--- config.mk ---
export PLATFORM = sky130hd
export DESIGN_NAME = hazard_ctrl
export DESIGN_NICKNAME = d
export VERILOG_FILES = /design/src/rtl/hazard_ctrl.sv
export SDC_FILE = /design/constraint.sdc
export NUM_CORES = 1
export LEC_CHECK = 0
export CELL_PAD_IN_SITES_DETAIL_PLACEMENT = 2
export CELL_PAD_IN_SITES_GLOBAL_PLACEMENT = 2
export CORE_MARGIN = 4
export CORE_UTILIZATION = 25
export DETAILED_ROUTE_END_ITERATION = 10
export HOLD_SLACK_MARGIN = 0.1
export PLACE_DENSITY_LB_ADDON = 0.1
export SYNTH_ARGS = -nofsm -noshare
export SYNTH_HDL_FRONTEND = slang
export SYNTH_SLANG_ARGS = --single-unit
--- constraint.sdc ---
create_clock -name clk -period 2.5 [get_ports clk]
set_input_delay 0.5 -clock clk [delete_from_list [all_inputs] [get_ports clk]]
set_output_delay 0.5 -clock clk [all_outputs]
set_load 0.01 [all_outputs]
--- src/rtl/hazard_ctrl.sv ---
// Pipeline hazard/stall controller: load-use bubbles, I/D memory freezes, branch squash, fetch drop.
// Latency: stall/bubble/flush outputs are combinational; state, drop flag and watchdog update each clock.
// Backpressure: an outstanding dmem access freezes all stages; an imem wait holds IF only.
// Optional perf counters are enabled by defining HAZARD_PERF_EN.
module hazard_ctrl #(
  parameter int TIMEOUT = 256
`ifdef HAZARD_PERF_EN
  , parameter int CNT_W = 32
`endif
) (
  input  logic       clk,
  input  logic       rst_n,
  input  logic [4:0] rs1_id,
  input  logic [4:0] rs2_id,
  input  logic       rs1_used_id,
  input  logic       rs2_used_id,
  input  logic [4:0] rd_ex,
  input  logic       ex_is_load,
  input  logic       imem_read,
  input  logic       imem_resp,
  input  logic       dmem_req,
  input  logic       dmem_resp,
  input  logic       br_taken_ex,
  output logic       stall_if,
  output logic       stall_id,
  output logic       stall_ex,
  output logic       stall_mem,
  output logic       bubble_ex,
  output logic       bubble_wb,
  output logic       flush_id,
  output logic       mem_timeout
`ifdef HAZARD_PERF_EN
  , output logic [CNT_W-1:0] cnt_lu
  , output logic [CNT_W-1:0] cnt_dstall
  , output logic [CNT_W-1:0] cnt_istall
  , output logic [CNT_W-1:0] cnt_flush
`endif
);

  typedef enum logic {RUN = 1'b0, DWAIT = 1'b1} state_t;

  // Counter wide enough to hold TIMEOUT itself; it parks there once reached.
  localparam int CW = (TIMEOUT > 1) ? $clog2(TIMEOUT + 1) : 1;
  localparam logic [CW-1:0] TO_V = CW'(TIMEOUT);

  state_t        state, state_nxt;
  logic          drop_fetch, drop_nxt;
  logic [CW-1:0] wait_cnt;

  logic dstall, istall, load_use;
  // Which priority class actually drives the outputs this cycle (used by perf counters too).
  logic act_br, act_lu, act_is;

  assign dstall   = dmem_req & ~dmem_resp;
  assign istall   = imem_read & ~imem_resp;
  assign load_use = ex_is_load & (rd_ex != 5'd0) &
                    ((rs1_used_id & (rs1_id == rd_ex)) | (rs2_used_id & (rs2_id == rd_ex)));
  assign act_br   = ~dstall & br_taken_ex;
  assign act_lu   = ~dstall & ~br_taken_ex & load_use;
  assign act_is   = ~dstall & ~br_taken_ex & istall;

  // Next state, drop flag and prioritised stall/bubble/flush outputs; everything low in reset.
  always_comb begin
    state_nxt = state;
    drop_nxt  = drop_fetch;
    stall_if  = 1'b0;
    stall_id  = 1'b0;
    stall_ex  = 1'b0;
    stall_mem = 1'b0;
    bubble_ex = 1'b0;
    bubble_wb = 1'b0;
    flush_id  = 1'b0;

    case (state)
      RUN:     if (dstall) state_nxt = DWAIT;
      DWAIT:   if (dmem_resp) state_nxt = RUN;
      default: state_nxt = RUN;
    endcase

    // A new redirect with a fetch still in flight wins over clearing the old drop.
    if (act_br && istall)  drop_nxt = 1'b1;
    else if (imem_resp)    drop_nxt = 1'b0;

    if (dstall) begin
      // Whole pipe frozen; WB gets a bubble so the stalled MEM op retires once.
      stall_if  = 1'b1;
      stall_id  = 1'b1;
      stall_ex  = 1'b1;
      stall_mem = 1'b1;
      bubble_wb = 1'b1;
    end else if (act_br) begin
      flush_id  = 1'b1;
      bubble_ex = 1'b1;
    end else begin
      if (act_lu) begin
        stall_if  = 1'b1;
        stall_id  = 1'b1;
        bubble_ex = 1'b1;
      end
      if (act_is) begin
        stall_if = 1'b1;
        flush_id = 1'b1;
      end
      // The killed fetch's response must not enter ID.
      if (drop_fetch) flush_id = 1'b1;
    end

    if (!rst_n) begin
      stall_if  = 1'b0;
      stall_id  = 1'b0;
      stall_ex  = 1'b0;
      stall_mem = 1'b0;
      bubble_ex = 1'b0;
      bubble_wb = 1'b0;
      flush_id  = 1'b0;
    end
  end

  // State register, drop flag and dmem watchdog.
  always_ff @(posedge clk or negedge rst_n) begin
    if (!rst_n) begin
      state       <= RUN;
      drop_fetch  <= 1'b0;
      wait_cnt    <= '0;
      mem_timeout <= 1'b0;
    end else begin
      state      <= state_nxt;
      drop_fetch <= drop_nxt;
      if (state == DWAIT && !dmem_resp) begin
        if (TIMEOUT != 0) begin
          if (wait_cnt != TO_V) wait_cnt <= wait_cnt + 1'b1;
          if (wait_cnt == TO_V - 1'b1) mem_timeout <= 1'b1;
        end
      end else begin
        wait_cnt <= '0;
      end
    end
  end

`ifdef HAZARD_PERF_EN
  // Saturating event counters, one per hazard class actually acted upon.
  always_ff @(posedge clk or negedge rst_n) begin
    if (!rst_n) begin
      cnt_lu     <= '0;
      cnt_dstall <= '0;
      cnt_istall <= '0;
      cnt_flush  <= '0;
    end else begin
      if (act_lu && cnt_lu != '1)     cnt_lu     <= cnt_lu + 1'b1;
      if (dstall && cnt_dstall != '1) cnt_dstall <= cnt_dstall + 1'b1;
      if (act_is && cnt_istall != '1) cnt_istall <= cnt_istall + 1'b1;
      if (act_br && cnt_flush != '1)  cnt_flush  <= cnt_flush + 1'b1;
    end
  end
`endif

endmodule

==> results of run 1 <==
[through the flow]
| step | cell area (µm²) | total power [mW] | hold WS (ns) | utilization [%] | setup WS, ns |
|---|---|---|---|---|---|
| floorplan | 778 | 0.240 | 0.204 | - | 0.560 |
| global placement | 1200 | 0.318 | 0.445 | 42.2 | -0.496 |
| detailed placement | 1200 | 0.322 | 0.452 | 42.2 | -0.553 |
| CTS | 1240 | 0.476 | 0.482 | 43.3 | 0.00125 |
| global route | 1230 | 0.500 | 0.519 | 43.1 | 0.0356 |
| finish | 1230 | 0.466 | 0.472 | 43.1 | 0.125 |
[layout make-up]
type / count / area [µm²]
Multi-Input combinational cell: 70 / 469
Timing Repair Buffer: 44 / 370
Fill cell: 323 / 1620
Inverter: 4 / 15.0
Tap cell: 31 / 38.8
Sequential cell: 12 / 300
Clock buffer: 4 / 36.3
[worst register-to-register path: stages (launching register included)]
cell and delay (ns):
dfrtp_1 0.46, nor4_1 0.32, nand4_1 0.27, xnor2_1 0.23, nor2_1 0.06
[report_power, final]
part | switching [mW] | leakage (nW) | total [mW] | internal (mW)
sequential | 0.00300 | 0.165 | 0.200 | 0.197
clock | 0.0682 | 0.0210 | 0.157 | 0.0885
combinational | 0.0488 | 0.396 | 0.109 | 0.0602
total | 0.120 | 0.582 | 0.466 | 0.346
[Yosys cell counts (all sizes together)]
cell type	instances	area [µm²]
a21o	1	7.51
a21oi	4	20.0
a31oi	1	6.26
a32oi	1	8.76
and2	1	6.26
and3	1	6.26
buf	2	15.0
dfrtp	12	300
ha	3	37.5
inv	4	15.0
mux2i	1	10.0
nand2	5	18.8
nand2b	3	18.8
nand3	5	25.0
nand4	1	6.26
nor2	13	48.8
nor2b	1	6.26
nor4	3	25.0
o21ai	5	25.0
o22ai	1	6.26
o31ai	1	7.51
or3	3	18.8
or4	1	7.51
xnor2	4	35.0
xor2	11	96.3
[path summary, 6_finish.rpt]
check | from | end | depth (start not counted)
max in group asynchronous | rst_n | wait_cnt[8]$_DFFE_PN0P_ | 2
setup / recovery | rs2_id[1] | bubble_ex | 7
hold reg to reg | mem_timeout$_DFFE_PN0P_ | mem_timeout$_DFFE_PN0P_ | 1
hold / removal | mem_timeout$_DFFE_PN0P_ | mem_timeout$_DFFE_PN0P_ | 1
min in group asynchronous | rst_n | drop_fetch$_DFFE_PN0P_ | 2
setup reg to reg | wait_cnt[2]$_DFFE_PN0P_ | wait_cnt[0]$_DFFE_PN0P_ | 4
[sequential cells by signal, indices dropped and copies added (netlist names)]
register,cells
drop_fetch,1
mem_timeout,1
state,1
wait_cnt,9
[routing by layer]
metal	up-vias	track usage [%]	routed length, µm
met5	-	0	0
met4	0	1.89	7
met3	2	3.85	114
met2	19	25.0	1430
met1	400	16.1	1070
li1	394	-	-
[cell families after synthesis]
family                   share of synthesized area, %
AND/OR/NAND/NOR                                  24.1
XOR/XNOR                                         16.9
buffers and inverters                            3.86
multiplexers                                     1.29
adder cells (fa/ha/maj)                          4.82
flip-flops                                       38.6
AO/OA/AOI/OAI                                    10.5
[what timing repair did]
| action | in CTS | in global routing |
|---|---|---|
| gates cloned | 0 | 0 |
| hold buffers | 0 | 0 |
| setup buffers | 1 | 0 |
| pin swaps | 4 | 4 |
| endpoints found under the hold margin | 0 | 0 |
| resized for setup | 29 | 9 |
| endpoints found under the setup margin | 7 | 2 |
==> impl_results.md, run 1 <==
- Initial DRC Count: 21
- Placed insts: 160
- Power Density: about 380 nW/µm²
- Hold Path Class: reg -> reg
- Antenna violations before repair: 0
- First-pass GRT wire length: 4440 µm
- Worst IR drop on VDD: between 0.0002 and 0.0003 V
- Count of cell types in the netlist: 27
- Max Cap Violations: 0
- Overflow after GRT: 0
- Post-DP HPWL: 2230 µm
- Status: complete, no violations
- RSZ-0062 raised after global routing: false
- Total track usage: a little over an eighth
- Via count: 815
- Critical path cell sequence: dlygate4sd2_1 > xor2_1 > nor4_2 > a32oi_1 > buf_4 > o31ai_4 > buf_2
- Cell Area, Synth: slightly below 800 µm²
- Clock sink count: 12
- Crit path buffers/inverters: 3
- Remaining DRCs: 0
- Layout area overhead: 58.0%
- Nets: 163
- Slew headroom: 79.6%
- Family with the most delay on the worst path: buffers and inverters
- Pin count of the biggest net entering global routing: 12
- Final ANT Viol Nets: 0
- Clock Path Buffers: 2
- Final Hold Viols: 0
- Boundary Pins: 33
- Fin. max-slew vios: 0
- Leakage power: 0.582 nW
- Fmax: 0.421 GHz
- Starting Density: 27.3%
- Cell Count, Final, Fillers Out: 165
- Routed len/inst: between 15 and 20 µm
- Detailed Routing Iterations Pass 1: 3
- Die width: approximately 64 µm
- Most common cell after layout, fill and taps aside: nor2_1
- Period utilization: between 90% and 100%
- Setup CP Type: in -> out
- CP startpoint kind: primary input
- Clock slew at reported path FFs: 0.08 ns
- Worst EP arrival: 1.88 ns
- Leading cell types in the layout, fill and taps excluded: 13 x nor2_1, 12 x dfrtp_1, 12 x clkdlybuf4s50_1, 12 x dlygate4sd2_1, 12 x buf_4
- Crit path max fanout: 2
- Worst Clk Skew: about 0.0029 ns
- Die ar.: approximately 4100 µm²
- Vias in the first global route: 930
- Setup TNS: 0 ns
- Final wirelength: 2620 µm
- Register bit count reported by yosys: 12
- Post-synthesis sequential area ratio: 38.6%
- CP required: approximately 2.0 ns
- Final Wtd Congestion: 0.724
- Synth warn: 0
- Port Buffers: 32
- Crit-path max cell delay: 0.32 ns
- R2r setup slk: 1.05 ns
- Core box area: 2850 µm²
- Post-synthesis cell count: 88
- Via-to-Cell Ratio: 4.94
- Rows: 19
- Critical Path End Type: primary output
- Max H-tree Level: 1
- Slew @ Worst Pin: between 0.3 and 0.4 ns
- Clock latency at the later pin of the worst-skew pair: 0.27 ns
- Syn nets: between 100 and 150
- Avg Synthesized Cell Area: 8.84 µm²
- Number of diodes: 0
- Die H: 63.8 µm
- Layout cells sized above 1: between 10% and 20%
- CTS tree: built
- Slowest CP cell: nor4_2
- Clock Root Buffer: clkbuf_4
- Post-layout min period: about 2.4 ns
- Clock buffer count from CTS: 3
- # setup viols final: 0
No activity file was read; power rests on OpenSTA's default activity.
==> run 2, diff against run 1 <==
--- a/config.mk
+++ b/config.mk
@@ -8,7 +8,8 @@
 export CELL_PAD_IN_SITES_DETAIL_PLACEMENT = 2
 export CELL_PAD_IN_SITES_GLOBAL_PLACEMENT = 2
 export CORE_MARGIN = 4
-export CORE_UTILIZATION = 25
+export CORE_UTILIZATION = 26
+export CTS_BUF_LIST = sky130_fd_sc_hd__clkbuf_4
 export DETAILED_ROUTE_END_ITERATION = 10
 export HOLD_SLACK_MARGIN = 0.1
 export PLACE_DENSITY_LB_ADDON = 0.1
==> impl_results.md, run 2 (synthesis results as in run 1) <==
- Metal3 WL: 125 µm (+9.6%)
- Starting Density: 27.7% (+0.46 points)
- Setup CP Type: in -> out
- Top reg by flops: wait_cnt
- First-pass GRT wire length: 4020 µm (-9.3%)
- Max Cap Violations: 0 (unchanged)
- Number of diodes: 0 (unchanged)
- Slew @ Worst Pin: 0.302 ns (-0.000820 ns)
- Detailed Routing Iterations Pass 1: 3 (unchanged)
- Clock power frac: 29.2% (-4.4 points)
- Antenna violations before repair: 0 (unchanged)
- Post-layout min period: 2.42 ns (+0.0491 ns)
- Final Hold Viols: 0 (unchanged)
- CP required: 2.00 ns (about the same)
- Crit-path max cell delay: 0.42 ns (+0.10 ns)
- Met2 WL: 1210 µm (-15%)
- Clock Path Buffers: 2 (unchanged)
- Placed insts: 158 (-1.3%)
- Sw frac: 27.3% (+1.6 points)
- Status: complete, no violations
- Family with the most delay on the worst path: buffers and inverters
- Pin count of the biggest net entering global routing: 9 (-3)
- Clock slew at reported path FFs: 0.08 ns (about the same)
- Port Buffers: 32 (unchanged)
- Nets: 160 (-1.8%)
- Power Density: 357 nW/µm² (-5.7%)
- CTS tree: built
- Vias in the first global route: 905 (-2.7%)
- Critical path cell sequence: clkdlybuf4s50_1 > xor2_1 > nor4_2 > a32oi_2 > o31ai_1 > buf_2
- Reg power frac: 45.8% (+2.8 points)
- Cell Count, Final, Fillers Out: 162 (-1.8%)
- Clock latency at the later pin of the worst-skew pair: 0.28 ns (about the same)
- Setup TNS: 0 ns (unchanged)
- Clock Root Buffer: clkbuf_4
- Slew headroom: 79.9% (+0.24 points)
- Crit path buffers/inverters: 2 (-1)
- Combinational share of power: 25.0% (+1.6 points)
- Most common cell after layout, fill and taps aside: clkdlybuf4s50_1
- Slowest CP cell: clkdlybuf4s50_1
- Worst EP arrival: 1.92 ns (+0.04 ns)
- Boundary Pins: 33 (unchanged)
- Clock buffer count from CTS: 3 (unchanged)
- Final ANT Viol Nets: 0 (unchanged)
- Leading cell types in the layout, fill and taps excluded: 17 x clkdlybuf4s50_1, 13 x nor2_1, 12 x dfrtp_1
- Rows: 19 (unchanged)
- Die width: 62.7 µm (-1.7%)
- FILL cells: 329 (+1.9%)
- Critical Path End Type: primary output
- # setup viols final: 0 (unchanged)
- Worst IR drop on VDD: 0.000228 V (-18%)
- DR top layer: met4
- Fmax: 0.412 GHz (-2.0%)
- Max FFs per register: 9 (unchanged)
- Crit path max fanout: 3 (+1)
- CP startpoint kind: primary input
- Overflow after GRT: 0 (unchanged)
- Max H-tree Level: 1 (unchanged)
- Die ar.: 3930 µm² (-3.4%)
- Routed len/inst: 14.9 µm (-6.5%)
- Clock sink count: 12 (unchanged)
- Die H: 62.7 µm (-1.7%)
- Final Wtd Congestion: 0.708 (-2.2%)
- Remaining DRCs: 0 (unchanged)
- Hold Buf Count CTS: 0 (unchanged)
- Sw power: 0.119 mW (-0.61%)
- Cell internal pwr: 0.317 mW (-8.3%)
- Core box area: 2810 µm² (-1.7%)
- Period utilization: 97.0% (+2.0 points)
- Via count: 784 (-3.8%)
- Leakage power: 0.583 nW (+0.17%)
- Initial DRC Count: 12 (-43%)
- Total track usage: 12.8% (-0.90 points)
- Fin. max-slew vios: 0 (unchanged)
- Hold Slack: 0.469 ns (-0.00301 ns)
- Final wirelength: 2410 µm (-8.2%)
- Layout area overhead: 57.1%
- Layout cells sized above 1: 15.3% (-3.4 points)
- Post-DP HPWL: 2040 µm (-8.5%)
- M1 WL: 1060 µm (-1.1%)
- Worst Clk Skew: 0.00740 ns (+0.00448 ns)
- Hold Path Class: reg -> reg
- Via-to-Cell Ratio: 4.84 (-2.0%)
[run 2: cell types whose count changed in the layout (fill, tap and decap cells not counted), sizes merged]
cell	before	now
dlygate4sd2	12	8
clkinv	0	1
buf	15	11
dlymetal6s2s	2	4
clkbuf	7	4
clkdlybuf4s50	12	17
[run 2: worst paths after layout]
check                                          end  slack [ns]  cells after the start                    start
min in group asynchronous  mem_timeout$_DFFE_PN0P_        0.59                      2                    rst_n
max                                      bubble_ex        0.08                      6                rs1_id[3]
max reg2reg                wait_cnt[1]$_DFFE_PN0P_        1.10                      4  wait_cnt[2]$_DFFE_PN0P_
max in group asynchronous  wait_cnt[1]$_DFFE_PN0P_        1.78                      2                    rst_n
min reg2reg                mem_timeout$_DFFE_PN0P_        0.47                      1  mem_timeout$_DFFE_PN0P_
min                        mem_timeout$_DFFE_PN0P_        0.47                      1  mem_timeout$_DFFE_PN0P_
[run 2: repair_timing]
| action | in CTS | in global routing |
|---|---|---|
| pin swaps | 2 | 4 |
| buffers inserted | 0 | 0 |
| hold endpoints to repair | 0 | 0 |
| endpoints found under the setup margin | 7 | 4 |
| resized for setup | 19 | 8 |
[run 2: power by group through the flow]
stage / clock network [mW] / registers [mW] / logic (mW)
2_1_floorplan: 0 / 0.203 / 0.0367
3_3_place_gp: 0 / 0.204 / 0.112
3_5_place_dp: 0 / 0.204 / 0.115
4_1_cts: 0.134 / 0.200 / 0.111
5_1_grt: 0.145 / 0.201 / 0.120
6_report: 0.127 / 0.200 / 0.109
[run 2: per-stage QoR]
stage | instance area (µm²) | power (mW) | worst slack (ns) | util (%)
2_1_floorplan | 778 | 0.240 | 0.560 | -
3_3_place_gp | 1190 | 0.316 | -0.454 | 42.4
3_5_place_dp | 1190 | 0.319 | -0.462 | 42.4
4_1_cts | 1220 | 0.445 | 0.00800 | 43.4
5_1_grt | 1220 | 0.466 | -0.0117 | 43.6
6_report | 1220 | 0.436 | 0.0756 | 43.6
[run 2: layout make-up]
type                       count  area [µm²]  share of cell area, %
tap                           31        38.8                   3.17
sequential                    12         300                   24.6
inverter                       4        15.0                   1.23
multi-input combinational     70         469                   38.4
timing repair buffer          41         373                   30.5
clock buffer                   3        22.5                   1.84
clock inverter                 1        3.75                  0.307
[run 2: layer usage]
metal / vias to the layer above / GRT usage, %
li1: 385 / -
met1: 377 / 15.1
met2: 20 / 22.5
met3: 2 / 4.68
met4: 0 / 1.65
met5: - / 0
==> run 3, diff against run 2 <==
--- a/config.mk
+++ b/config.mk
@@ -11,6 +11,7 @@
 export CORE_UTILIZATION = 26
 export CTS_BUF_LIST = sky130_fd_sc_hd__clkbuf_4
 export DETAILED_ROUTE_END_ITERATION = 10
+export GPL_TIMING_DRIVEN = 0
 export HOLD_SLACK_MARGIN = 0.1
 export PLACE_DENSITY_LB_ADDON = 0.1
 export SYNTH_ARGS = -nofsm -noshare
==> impl_results.md, run 3 (synthesis results as in run 1) <==
- Die ar.: 3930 µm² (unchanged)
- Clock latency at the later pin of the worst-skew pair: 0.27 ns (about the same)
- Number of diodes: 0 (unchanged)
- Fin. max-slew vios: 0 (unchanged)
- Worst EP arrival: 1.93 ns (about the same)
- RSZ-0062 raised after global routing: true
- R2R Path Start: wait_cnt[2]$_DFFE_PN0P_
- Worst IR drop on VDD: 0.000140 V (-39%)
- Dpl ws: -0.711 ns (-0.249 ns)
- Clock Root Buffer: clkbuf_4
- CP startpoint kind: primary input
- Crit. Startpoint: rd_ex[1]
- Slew @ Worst Pin: 0.357 ns (+0.0547 ns)
- Clock Path Buffers: 2 (unchanged)
- Most common cell after layout, fill and taps aside: clkdlybuf4s50_1
- Via count: 754 (-3.8%)
- Via-to-Cell Ratio: 4.90 (+1.2%)
- CP required: 2.00 ns (about the same)
- Port Buffers: 32 (unchanged)
- Hold Buf Count CTS: 0 (unchanged)
- Clock slew at reported path FFs: 0.08 ns (about the same)
- Die width: 62.7 µm (unchanged)
- Detailed Routing Iterations Pass 1: 4 (+1)
- Die H: 62.7 µm (unchanged)
- Top reg by flops: wait_cnt
- Slowest CP cell: or4_4
- Max H-tree Level: 1 (unchanged)
- Rows: 19 (unchanged)
- Crit-path max cell delay: 0.57 ns (+0.15 ns)
- CTS tree: built
- Clock buffer count from CTS: 3 (unchanged)
- First-pass GRT wire length: 3930 µm (-2.2%)
- Initial DRC Count: 12 (unchanged)
- Post-DP HPWL: 1860 µm (-8.8%)
- Starting Density: 27.7% (unchanged)
- Critical Path End Type: primary output
- Post-layout min period: 2.43 ns (+0.00814 ns)
- Post-CTS Repair Setup Buffers: 0 (unchanged)
- Max Cap Violations: 0 (unchanged)
- Boundary Pins: 33 (unchanged)
- Slew headroom: 76.2% (-3.6 points)
- # setup viols final: 0 (unchanged)
- Pin count of the biggest net entering global routing: 17 (+8)
- Period utilization: 97.3% (+0.33 points)
- Total power: 0.424 mW (-3.0%)
- Final worst setup slack: 0.0674 ns (-0.00814 ns)
- Final Hold Viols: 0 (unchanged)
- Power Density: 352 nW/µm² (-1.3%)
- Leakage power: 0.554 nW (-5.0%)
- Final Wtd Congestion: 0.699 (-1.3%)
- Hold Path Class: in -> async
- Total track usage: 12.7% (-0.080 points)
- Family with the most delay on the worst path: simple AND/OR/NAND/NOR gates
- Layout area overhead: 54.5%
- Vias in the first global route: 847 (-6.4%)
- Max FFs per register: 9 (unchanged)
- Crit path buffers/inverters: 2 (unchanged)
- Clock sink count: 12 (unchanged)
- Crit path max fanout: 3 (unchanged)
- Overflow after GRT: 0 (unchanged)
- Fmax: 0.411 GHz (-0.33%)
- Hold Slack: 0.125 ns (-0.344 ns)
- Antenna violations before repair: 0 (unchanged)
- Worst Clk Skew: 0.00719 ns (-0.000209 ns)
- Setup CP Type: in -> out
- Routed len/inst: 15.1 µm (+1.7%)
- Final wirelength: 2330 µm (-3.4%)
- Core box area: 2810 µm² (unchanged)
- Final ANT Viol Nets: 0 (unchanged)
- Nets: 153 (-4.4%)
- Remaining DRCs: 0 (unchanged)
- Placed insts: 151 (-4.4%)
- Leading cell types in the layout, fill and taps excluded: 18 x clkdlybuf4s50_1, 12 x nor2_1, 12 x dfrtp_1
- Status: complete, no violations
- Cell Count, Final, Fillers Out: 154 (-4.9%)
- Layout cells sized above 1: 14.6% (-0.63 points)
- Setup TNS: 0 ns (unchanged)
- Critical path cell sequence: dlygate4sd2_1 > or4_4 > o21ai_4 > or3_4 > o21ai_1 > clkdlybuf4s15_2
==> run 3: cell count changes in the layout (fill, tap and decap cells not counted), sizes merged <==
cell and change:
dlygate4sd2 -2, clkdlybuf4s50 +1, buf -7, clkdlybuf4s15 +1, clkinv -1
==> run 3: per-layer routing <==
metal / wire [µm] / vias up / GRT usage [%] / part of all wire, %
li1: - / 372 / - / -
met1: 1010 / 360 / 14.4 / 43
met2: 1190 / 20 / 22.5 / 51
met3: 122 / 2 / 5.40 / 5.2
met4: 6 / 0 / 1.65 / 0.26
met5: 0 / - / 0 / 0
==> run 3: path summary, 6_finish.rpt <==
path / slack (ns) / to / cells after the start
min in group clk: 0.46 / mem_timeout$_DFFE_PN0P_ / 1
worst min register to register: 0.46 / mem_timeout$_DFFE_PN0P_ / 1
worst min-delay path: 0.12 / wait_cnt[7]$_DFFE_PN0P_ / 1
max in group asynchronous: 2.11 / state$_DFF_PN0_ / 1
worst max register to register: 1.09 / wait_cnt[0]$_DFFE_PN0P_ / 4
worst max-delay path: 0.07 / stall_if / 6
==> run 3: per-stage QoR <==
stage | utilization (%) | instance area (µm²)
after detailed placement | 40.5 | 1140
after floorplan | - | 778
after CTS | 41.9 | 1170
after global placement | 40.5 | 1140
final | 42.9 | 1200
after global routing | 42.9 | 1200
==> run 3: where the power goes <==
part,internal (mW),switching (mW)
sequential,0.197,0.00293
clock,0.0557,0.0618
combinational,0.0577,0.0483
total,0.311,0.113
==> run 3: final cells by class <==
class / instances / area (µm²)
repair buffers: 32 / 309
well taps: 31 / 38.8
flip-flops and latches: 12 / 300
fillers: 329 / 1600
plain buffers: 2 / 15.0
multi-input cells: 70 / 502
inverters: 4 / 15.0
clock buffers: 3 / 22.5
==> run 3: repair_timing <==
item,4_1_cts,5_1_grt
gates resized for setup,25,12
setup endpoints to repair,7,6
pin swaps,3,2
gates cloned,0,0
